--- config.mk ---
export PLATFORM = sky130hd
export DESIGN_NAME = spi_slave_byte
export DESIGN_NICKNAME = d
export VERILOG_FILES = /design/src/rtl/spi_slave_byte.sv
export SDC_FILE = /design/constraint.sdc
export NUM_CORES = 1
export LEC_CHECK = 0
export ABC_AREA = 1
export BUFFER_PORTS_ARGS = -buffer_cell sky130_fd_sc_hd__buf_2
export CORE_MARGIN = 4
export CORE_UTILIZATION = 35
export DETAILED_ROUTE_END_ITERATION = 6
export SLEW_MARGIN = 25
export SYNTH_ARGS = -nofsm -noshare
export SYNTH_HDL_FRONTEND = slang
export SYNTH_SLANG_ARGS = --single-unit
--- constraint.sdc ---
create_clock -name clk_i -period 1.4 [get_ports clk_i]
set_input_delay 0.35 -clock clk_i [delete_from_list [all_inputs] [get_ports clk_i]]
set_output_delay 0.35 -clock clk_i [all_outputs]
set_load 0.01 [all_outputs]
--- src/rtl/spi_slave_byte.sv ---
// spi_slave_byte: SPI mode-0 byte responder, oversampled in the clk_i domain.
// Full-duplex MSB-first shifting with a one-deep transmit holding register.
module spi_slave_byte #(
  parameter logic [7:0] DEFAULT_TX  = 8'hFF,
  parameter int         SYNC_STAGES = 2
) (
  input  logic       clk_i,
  input  logic       rst_i,
  input  logic       cs_n_i,
  input  logic       sck_i,
  input  logic       mosi_i,
  output logic       miso_o,
  output logic       miso_oe_o,
  output logic [7:0] rx_data_o,
  output logic       rx_valid_o,
  input  logic [7:0] tx_data_i,
  input  logic       tx_valid_i,
  output logic       tx_ready_o,
  output logic       tx_underrun_o,
  output logic       busy_o
);
  typedef enum logic {IDLE, SHIFT} state_e;
  state_e                 state_q, state_d;
  logic [SYNC_STAGES-1:0] cs_sync_q, sck_sync_q, mosi_sync_q, primed_q;
  logic                   cs_dly_q, sck_dly_q;
  logic                   armed_q, armed_d;
  logic [2:0]             bit_cnt_q, bit_cnt_d;
  logic [7:0]             rx_shift_q, rx_shift_d;
  logic [7:0]             tx_shift_q, tx_shift_d;
  logic [7:0]             hold_q, hold_d;
  logic                   hold_full_q, hold_full_d;
  logic [7:0]             rx_data_q, rx_data_d;
  logic                   rx_valid_q, rx_valid_d;
  logic                   underrun_q, underrun_d;
  logic                   cs_s, sck_s, mosi_s;
  logic                   cs_fall, cs_rise, sck_rise, sck_fall;
  logic                   load, accept;
  logic [7:0]             load_byte;

  assign cs_s     = cs_sync_q[SYNC_STAGES-1];
  assign sck_s    = sck_sync_q[SYNC_STAGES-1];
  assign mosi_s   = mosi_sync_q[SYNC_STAGES-1];
  assign cs_fall  = cs_dly_q & ~cs_s;
  assign cs_rise  = ~cs_dly_q & cs_s;
  assign sck_rise = ~sck_dly_q & sck_s;
  assign sck_fall = sck_dly_q & ~sck_s;

  always_ff @(posedge clk_i or posedge rst_i) begin
    if (rst_i) begin
      cs_sync_q   <= '1;
      sck_sync_q  <= '0;
      mosi_sync_q <= '0;
      primed_q    <= '0;
      cs_dly_q    <= 1'b1;
      sck_dly_q   <= 1'b0;
      armed_q     <= 1'b0;
      state_q     <= IDLE;
      bit_cnt_q   <= '0;
      rx_shift_q  <= '0;
      tx_shift_q  <= '0;
      hold_q      <= '0;
      hold_full_q <= 1'b0;
      rx_data_q   <= '0;
      rx_valid_q  <= 1'b0;
      underrun_q  <= 1'b0;
    end else begin
      cs_sync_q   <= {cs_sync_q[SYNC_STAGES-2:0], cs_n_i};
      sck_sync_q  <= {sck_sync_q[SYNC_STAGES-2:0], sck_i};
      mosi_sync_q <= {mosi_sync_q[SYNC_STAGES-2:0], mosi_i};
      primed_q    <= {primed_q[SYNC_STAGES-2:0], 1'b1};
      cs_dly_q    <= cs_s;
      sck_dly_q   <= sck_s;
      armed_q     <= armed_d;
      state_q     <= state_d;
      bit_cnt_q   <= bit_cnt_d;
      rx_shift_q  <= rx_shift_d;
      tx_shift_q  <= tx_shift_d;
      hold_q      <= hold_d;
      hold_full_q <= hold_full_d;
      rx_data_q   <= rx_data_d;
      rx_valid_q  <= rx_valid_d;
      underrun_q  <= underrun_d;
    end
  end

  // cs only arms once the sync chain holds real pin samples, not its reset value
  always_comb begin
    armed_d    = armed_q | (primed_q[SYNC_STAGES-1] & cs_s);
    state_d    = state_q;
    bit_cnt_d  = bit_cnt_q;
    rx_shift_d = rx_shift_q;
    tx_shift_d = tx_shift_q;
    rx_data_d  = rx_data_q;
    rx_valid_d = 1'b0;
    load       = 1'b0;
    load_byte  = hold_full_q ? hold_q : DEFAULT_TX;
    if (state_q == IDLE) begin
      if (cs_fall && armed_q) begin
        state_d    = SHIFT;
        bit_cnt_d  = '0;
        load       = 1'b1;
        tx_shift_d = load_byte;
      end
    end else if (cs_rise) begin
      state_d   = IDLE;
      bit_cnt_d = '0;
    end else if (sck_rise) begin
      rx_shift_d = {rx_shift_q[6:0], mosi_s};
      bit_cnt_d  = bit_cnt_q + 3'd1;
      rx_valid_d = bit_cnt_q == 3'd7;
      rx_data_d  = bit_cnt_q == 3'd7 ? rx_shift_d : rx_data_q;
    end else if (sck_fall) begin
      load       = bit_cnt_q == 3'd0;
      tx_shift_d = bit_cnt_q == 3'd0 ? load_byte : {tx_shift_q[6:0], 1'b0};
    end
    accept      = tx_valid_i & ~hold_full_q;
    hold_d      = accept ? tx_data_i : hold_q;
    hold_full_d = accept | (hold_full_q & ~load);
    underrun_d  = load & ~hold_full_q;
  end

  assign busy_o        = state_q == SHIFT;
  assign miso_oe_o     = busy_o;
  assign miso_o        = busy_o & tx_shift_q[7];
  assign rx_data_o     = rx_data_q;
  assign rx_valid_o    = rx_valid_q;
  assign tx_ready_o    = ~hold_full_q;
  assign tx_underrun_o = underrun_q;
endmodule

==> impl_summary.log, run 1 <==
INFO  metric timing_max_transition_violations_final = 0
INFO  metric share_of_the_cycle_needed_by_the_critical_path_after_routing = 0.949
INFO  metric place_congestion = 0.747
INFO  metric synthDominantAreaCellType = sky130_fd_sc_hd__dfrtp_1
INFO  metric io_buffer_count = 27
INFO  metric grt.total_usage = 0.108
INFO  metric cts-htree-levels = 2
INFO  metric cap_violations = 0
INFO  metric finalCoreUtilization = 0.435
INFO  metric post_synth_xor_area_fraction = 0
INFO  metric ys_async_sr_fraction = 1.00
INFO  metric global_route.overflow_total = 0
INFO  metric worst_setup_path_start_kind = flip-flop
INFO  metric worst_skew_pair.late_latency = 0.29 ns
INFO  metric drc_errors = 0
INFO  metric arrival = 0.98 ns
INFO  metric vdd_drop_max = 0.532 mV
INFO  metric die_height = 84.2 µm
INFO  metric grt_first_pass_wirelength = 6230 µm
INFO  metric synth-seq-cells = 49
INFO  metric critical_path.slowest_cell = sky130_fd_sc_hd__dfrtp_2
INFO  metric critPathMaxFanout = 6
INFO  metric synth_enable_flop_cells = 0
INFO  metric syn-cell-area = 2030 µm²
INFO  metric drtIter0Drc = 75
INFO  metric clk_transition_reported_paths = 0.09 ns
INFO  metric final.setup_skew = 0.00697 ns
INFO  metric leading_cell_type_in_the_layout_fill_and_taps_excluded = sky130_fd_sc_hd__nand2_1
INFO  metric cpPeakStageDelay = 0.45 ns
INFO  metric first_global_vias = 1372
INFO  metric routed_wl = 3560 µm
INFO  metric synthToLayoutAreaGrowth = 19.3%
INFO  metric worstPathCellList = nand2_1 > inv_1 > buf_2
INFO  metric final_layout_size_suffix_gt1_frac = 0.250
INFO  metric power-per-cell-area = 1510 nW/µm²
INFO  metric timing_hold_violations_final = 0
INFO  metric routed-via-count = 1441
INFO  metric crit_required = 1.05 ns
INFO  metric cts_root_buf = sky130_fd_sc_hd__clkbuf_8
INFO  metric postSynth.topFlopCell = sky130_fd_sc_hd__dfrtp_1
INFO  metric design_power_total = 3.65 mW
INFO  metric mostFrequentLayoutCells = 97 x sky130_fd_sc_hd__nand2_1, 45 x sky130_fd_sc_hd__dfrtp_1, 27 x sky130_fd_sc_hd__buf_2, 21 x sky130_fd_sc_hd__inv_1, 8 x sky130_fd_sc_hd__nand3_1
INFO  metric clkSinkCount = 49
INFO  metric final_cells = 336
INFO  metric synth_top_area_share = 0.567
INFO  metric tritoncts = done
INFO  metric hold_class = primary input to asynchronous set/reset pin
INFO  metric tritoncts.num_buffers = 5
INFO  metric synth.mux.area_fraction = 0.00554
INFO  metric post_synth.cell_area_avg = 9.03 µm²
INFO  metric post-route-cell-area = 2420 µm²
INFO  metric final_net_count = 280
INFO  metric dieArea = 7090 µm²
INFO  metric number_of_search_and_repair_iterations_in_the_first_detailed_routing_pass = 4
INFO  metric core_area = 5570 µm²
INFO  metric syn-instance-count = 225
INFO  metric synth_area_leaders = sky130_fd_sc_hd__dfrtp_1 57%, sky130_fd_sc_hd__nand2_1 19%, sky130_fd_sc_hd__inv_1 4.1%, sky130_fd_sc_hd__dfstp_2 3.9%, sky130_fd_sc_hd__nand3_1 2.2%
INFO  metric static-leakage-power = 1.32 nW
INFO  metric fp.dieW = 84.2 µm
INFO  metric place_inst = 326
INFO  metric antenna-diode-count = 0
INFO  metric grt_max_degree = 50
INFO  metric syn-num-nets = 242
INFO  metric placement_rows = 27
INFO  metric place_worst_setup_slack = 0.0565 ns
INFO  metric setup_viol = 0
INFO  metric post_drt_wl_per_cell = 10.6 µm
INFO  metric simple_gate_fraction_of_synth_area = 0.258
INFO  metric io_count = 28
INFO  metric ant_nets = 0
INFO  metric postPlaceCellArea = 2280 µm²
INFO  metric sequential_share_of_the_synthesized_area = 0.605
INFO  metric final_setup_slack_of_the_worst_path = 0.0717 ns
INFO  metric vias_per_cell = 4.29
INFO  metric yosys_warnings = 0
INFO  metric distinct_cell_type_count_after_synthesis = 21
INFO  metric synth_compound_area_frac = 0.0480
INFO  metric hpwl = 2480 µm
INFO  metric synth_fa_ha_area_frac = 0.0185
INFO  metric maximum_count_of_clock_buffers_along_a_single_path = 2
INFO  metric grt_antenna_before_repair = 0
INFO  metric outcome = completed
INFO  metric critical_path_class = flip-flop to output pin
INFO  metric kind_of_end_point_of_the_critical_path = output pin
INFO  metric final.min_clock_period = 1.33 ns
INFO  metric fmax = 0.753 GHz
INFO  metric synth_top_family_by_area = simple AND/OR/NAND/NOR gates
INFO  metric post_cts_hold_buffer_count = 0
INFO  metric fillerInstances = 562
INFO  metric initial_util = 0.365
==> final timing paths <==
| check | from | end | slack (ns) | depth (start not counted) |
|---|---|---|---|---|
| worst max register to register | bit_cnt_q[0] | hold_full_q | 0.12 | 8 |
| worst min-delay path | rst_i | rx_shift_q[0] | 0.10 | 3 |
| worst min register to register | mosi_sync_q[0] | mosi_sync_q[1] | 0.35 | 0 |
| min in group clk_i | cs_n_i | cs_sync_q[0] | 0.15 | 1 |
| max in group asynchronous | rst_i | cs_sync_q[0] | 1.02 | 3 |
| worst max-delay path | busy_o | miso_o | 0.07 | 3 |
==> stage by stage <==
step	hold slack [ns]	setup TNS [ns]
after floorplan	0.331	0
after global placement	0.333	0
after detailed placement	0.335	0
after CTS	0.108	0
after global routing	0.123	-0.0163
final	0.101	0
==> worst max-delay path: cells and delay by family, from the launching register on <==
kind | cells | cell delay [ns]
flip-flops | 1 | 0.45
buffers and inverters | 2 | 0.15
AND/OR/NAND/NOR | 1 | 0.08
==> area by class of cell <==
class                      instances  area (µm²)  share of cell area
inverter                          24        93.8              0.0387
timing repair buffer              35         208              0.0857
tap                               72        90.1              0.0372
clock inverter                     1        7.51             0.00310
multi-input combinational        148         708               0.292
sequential                        49        1230               0.508
clock buffer                       7        86.3              0.0356
==> per-layer routing <==
layer  up-vias  track usage  share of wire  wire [µm]
li1        761            -              -          -
met1       654        0.144           0.47       1680
met2        21        0.167           0.47       1680
met3         5       0.0353          0.044        157
met4         0       0.0307          0.012         44
met5         -            0              0          0
==> state kept, by name (all words and copies together) (netlist names), 2 cells and up <==
signal / flops
hold_q: 8
rx_data_o: 8
cs_sync_q: 2
sck_sync_q: 2
tx_shift_q: 8
bit_cnt_q: 3
rx_shift_q: 7
primed_q: 2
mosi_sync_q: 2
==> logic make-up (layout without fill, tap and decap cells) <==
group | count (synthesis) | after routing
AND/OR/NAND/NOR | 126 | 126
AO/OA/AOI/OAI | 17 | 17
buffers and inverters | 28 | 67
other | 1 | 1
multiplexers | 1 | 1
flip-flops | 49 | 49
adder cells (fa/ha/maj) | 3 | 3
==> repair_timing <==
item | in CTS | in global routing
pin swaps | 0 | 4
cloned | 0 | 0
setup endpoints to repair | 3 | 20
resized for setup | 1 | 10
setup buffers | 1 | 1
==> cell usage after synthesis, types with 2 or more instances <==
| cell | n |
|---|---|
| sky130_fd_sc_hd__a21oi_1 | 8 |
| sky130_fd_sc_hd__a21oi_2 | 2 |
| sky130_fd_sc_hd__buf_4 | 2 |
| sky130_fd_sc_hd__buf_6 | 2 |
| sky130_fd_sc_hd__dfrtp_1 | 46 |
| sky130_fd_sc_hd__dfstp_2 | 3 |
| sky130_fd_sc_hd__ha_1 | 3 |
| sky130_fd_sc_hd__inv_1 | 22 |
| sky130_fd_sc_hd__inv_2 | 2 |
| sky130_fd_sc_hd__nand2_1 | 101 |
| sky130_fd_sc_hd__nand2_2 | 3 |
| sky130_fd_sc_hd__nand3_1 | 9 |
| sky130_fd_sc_hd__nor2_1 | 8 |
| sky130_fd_sc_hd__nor2_4 | 3 |
| sky130_fd_sc_hd__o21ai_0 | 5 |
==> power by group <==
part,leakage [nW],switching [mW],internal (mW)
combinational,0.680,0.565,0.359
sequential,0.599,0.157,1.74
clock,0.0445,0.429,0.401
(Power assumes the default switching activity.)
==> run 2, diff against run 1 <==
--- a/config.mk
+++ b/config.mk
@@ -5,11 +5,11 @@
 export SDC_FILE = /design/constraint.sdc
 export NUM_CORES = 1
 export LEC_CHECK = 0
-export ABC_AREA = 1
 export BUFFER_PORTS_ARGS = -buffer_cell sky130_fd_sc_hd__buf_2
 export CORE_MARGIN = 4
-export CORE_UTILIZATION = 35
+export CORE_UTILIZATION = 50
 export DETAILED_ROUTE_END_ITERATION = 6
+export PLACE_DENSITY = 0.74
 export SLEW_MARGIN = 25
 export SYNTH_ARGS = -nofsm -noshare
 export SYNTH_HDL_FRONTEND = slang
==> impl_summary.log, run 2 <==
INFO  metric outcome = finished, violations left
INFO  metric failing_checks = negative setup slack
INFO  metric mostFrequentLayoutCells = 45 x sky130_fd_sc_hd__dfrtp_1, 26 x sky130_fd_sc_hd__buf_2, 20 x sky130_fd_sc_hd__mux2_2, 15 x sky130_fd_sc_hd__buf_4
INFO  metric tritoncts = done
INFO  metric timing_hold_violations_final = 0
INFO  metric yosys_warnings = 0
INFO  metric postSynth.topFlopCell = sky130_fd_sc_hd__dfrtp_1
INFO  metric maximum_count_of_clock_buffers_along_a_single_path = 2
INFO  metric synthToLayoutAreaGrowth = 37.6%
INFO  metric synth_top_area_share = 0.569
INFO  metric design_power_total = 4.47 mW
INFO  metric fillerInstances = 234
INFO  metric global_route.overflow_total = 0
INFO  metric routed_wl = 4770 µm
INFO  metric final.min_clock_period = 1.47 ns
INFO  metric clk_transition_reported_paths = 0.08 ns
INFO  metric tritoncts.num_buffers = 5
INFO  metric critical_path.reg2reg.startpoint = cs_sync_q[1]
INFO  metric antenna-diode-count = 0
INFO  metric io_count = 28
INFO  metric ys_async_sr_fraction = 1.00
INFO  metric grt_antenna_before_repair = 0
INFO  metric worst_skew_pair.late_latency = 0.29 ns
INFO  metric hpwl = 2580 µm
INFO  metric io_buffer_count = 27
INFO  metric post_synth_xor_area_fraction = 0
INFO  metric final.setup_skew = 0.00350 ns
INFO  metric ant_nets = 0
INFO  metric drtIter0Drc = 155
INFO  metric grt.total_usage = 0.178
INFO  metric worstPathCellList = buf_6 > nand2b_4 > buf_8 > a311oi_4 > a31oi_4
INFO  metric crit_required = 1.57 ns
INFO  metric critPathMaxFanout = 8
INFO  metric synthDominantAreaCellType = sky130_fd_sc_hd__dfrtp_1
INFO  metric post_synth.cell_area_avg = 13.7 µm²
INFO  metric drc_errors = 0
INFO  metric clkSinkCount = 49
INFO  metric share_of_the_cycle_needed_by_the_critical_path_after_routing = 1.05
INFO  metric worst_setup_path_start_kind = flip-flop
INFO  metric first_global_vias = 1440
INFO  metric initial_util = 0.536
INFO  metric grt_max_degree = 32
INFO  metric static-leakage-power = 1.23 nW
INFO  metric leading_cell_type_in_the_layout_fill_and_taps_excluded = sky130_fd_sc_hd__dfrtp_1
INFO  metric power-per-cell-area = 1610 nW/µm²
INFO  metric place_congestion = 0.822
INFO  metric arrival = 1.64 ns
INFO  metric final_net_count = 214
INFO  metric routed-via-count = 1424
INFO  metric syn-cell-area = 2020 µm²
INFO  metric syn-num-nets = 165
INFO  metric timing_max_transition_violations_final = 0
INFO  metric cpPeakStageDelay = 0.56 ns
INFO  metric syn-instance-count = 148
INFO  metric synth-seq-cells = 49
INFO  metric synth_compound_area_frac = 0.124
INFO  metric hold_class = primary input to asynchronous set/reset pin
INFO  metric sequential_share_of_the_synthesized_area = 0.608
INFO  metric synth_commonest_cells = 46 x sky130_fd_sc_hd__dfrtp_1, 23 x sky130_fd_sc_hd__mux2_2, 8 x sky130_fd_sc_hd__buf_2, 8 x sky130_fd_sc_hd__inv_1
INFO  metric synth_enable_flop_cells = 0
INFO  metric cap_violations = 0
INFO  metric synth_top_family_by_area = multiplexers
INFO  metric critical_path_class = flip-flop to flip-flop
INFO  metric grt_first_pass_wirelength = 7110 µm
INFO  metric final_setup_slack_of_the_worst_path = -0.0720 ns
INFO  metric setup_viol = 11
INFO  metric post_drt_wl_per_cell = 19.4 µm
INFO  metric synth_area_leaders = sky130_fd_sc_hd__dfrtp_1 57%, sky130_fd_sc_hd__mux2_2 13%, sky130_fd_sc_hd__dfstp_2 3.9%, sky130_fd_sc_hd__a311oi_1 3.0%, sky130_fd_sc_hd__o2bb2ai_1 3.0%
INFO  metric vdd_drop_max = 0.853 mV
INFO  metric synth.mux.area_fraction = 0.136
INFO  metric placement_rows = 22
INFO  metric distinct_cell_type_count_after_synthesis = 33
INFO  metric cts_root_buf = sky130_fd_sc_hd__clkbuf_8
INFO  metric fin_hold_ws = 0.0933 ns
INFO  metric dieArea = 5130 µm²
INFO  metric critical_path.slowest_cell = sky130_fd_sc_hd__dfstp_2
INFO  metric fp.dieW = 71.6 µm
INFO  metric fmax = 0.679 GHz
INFO  metric rsz_0062_raised_after_global_routing = true
INFO  metric synthMostInstantiatedCell = sky130_fd_sc_hd__dfrtp_1
INFO  metric core_area = 3770 µm²
INFO  metric timing_startpoint_of_the_critical_path = cs_sync_q[1]
INFO  metric kind_of_end_point_of_the_critical_path = flip-flop
INFO  metric number_of_search_and_repair_iterations_in_the_first_detailed_routing_pass = 4
INFO  metric synth_fa_ha_area_frac = 0.0186
INFO  metric simple_gate_fraction_of_synth_area = 0.0712
INFO  metric cts-htree-levels = 2
INFO  metric final_layout_size_suffix_gt1_frac = 0.586
INFO  metric die_height = 71.6 µm
INFO  metric vias_per_cell = 5.79
## run 2: final timing paths
check                                 to  slack [ns]  depth (start not counted)
max in group asynchronous   cs_sync_q[0]        0.94                          3
min                        tx_shift_q[6]        0.09                          3
max reg2reg                tx_shift_q[4]       -0.07                          5
min in group clk_i          cs_sync_q[0]        0.15                          1
min reg2reg                 cs_sync_q[1]        0.36                          0
max                        tx_shift_q[4]       -0.07                          5
## run 2: cells by family after synthesis
logic type	after synthesis
flops	49
compound gates	31
mux	24
simple gates	22
buf+inv	18
fa+ha+maj	3
other cells	1
## run 2: metal layers
metal  share of wire  wire, µm  vias up  GRT usage
li1                -         -      644          -
met1            0.44      2090      746      0.237
met2            0.53      2550       32      0.294
met3           0.025       121        2     0.0421
met4          0.0038        18        0     0.0501
met5               0         0        -          0
## run 2: timing repair
| item | CTS | global route |
|---|---|---|
| hold buffers | 0 | 0 |
| gates resized for setup | 15 | 35 |
| endpoints found under the setup margin | 21 | 29 |
| pin swaps | 4 | 10 |
| setup buffers | 6 | 5 |
| gates cloned | 1 | 1 |
## run 2: cell type report
type | instances | area (µm²) | share of cell area
clock inverters | 1 | 30.0 | 0.0108
multi-input cells | 82 | 950 | 0.341
flip-flops and latches | 49 | 1230 | 0.443
well taps | 48 | 60.1 | 0.0216
clock buffers | 7 | 86.3 | 0.0310
repair buffers | 50 | 382 | 0.137
inverters | 9 | 42.5 | 0.0153
## run 2: critical path: cells and delay by family (launching register included)
kind,cells,cell delay [ns]
AOI/OAI and AO/OA,2,0.38
buffers and inverters,2,0.28
DFF,1,0.56
and+or+nand+nor,1,0.12
## run 2: report_power, final
part | internal (mW) | leakage [nW] | switching (mW)
sequential | 1.78 | 0.591 | 0.291
combinational | 0.746 | 0.581 | 0.617
clock | 0.583 | 0.0585 | 0.446
## run 2: through the flow
step,TNS (ns),setup WS (ns),util,cell area (µm²),cells
after floorplan,0,0.00819,-,2030,148
after global placement,-0.634,-0.0806,0.604,2280,226
after detailed placement,-1.14,-0.113,0.604,2280,226
after CTS,-0.349,-0.0664,0.680,2560,241
after global routing,-1.20,-0.109,0.738,2780,246
final,-0.270,-0.0720,0.738,2780,246
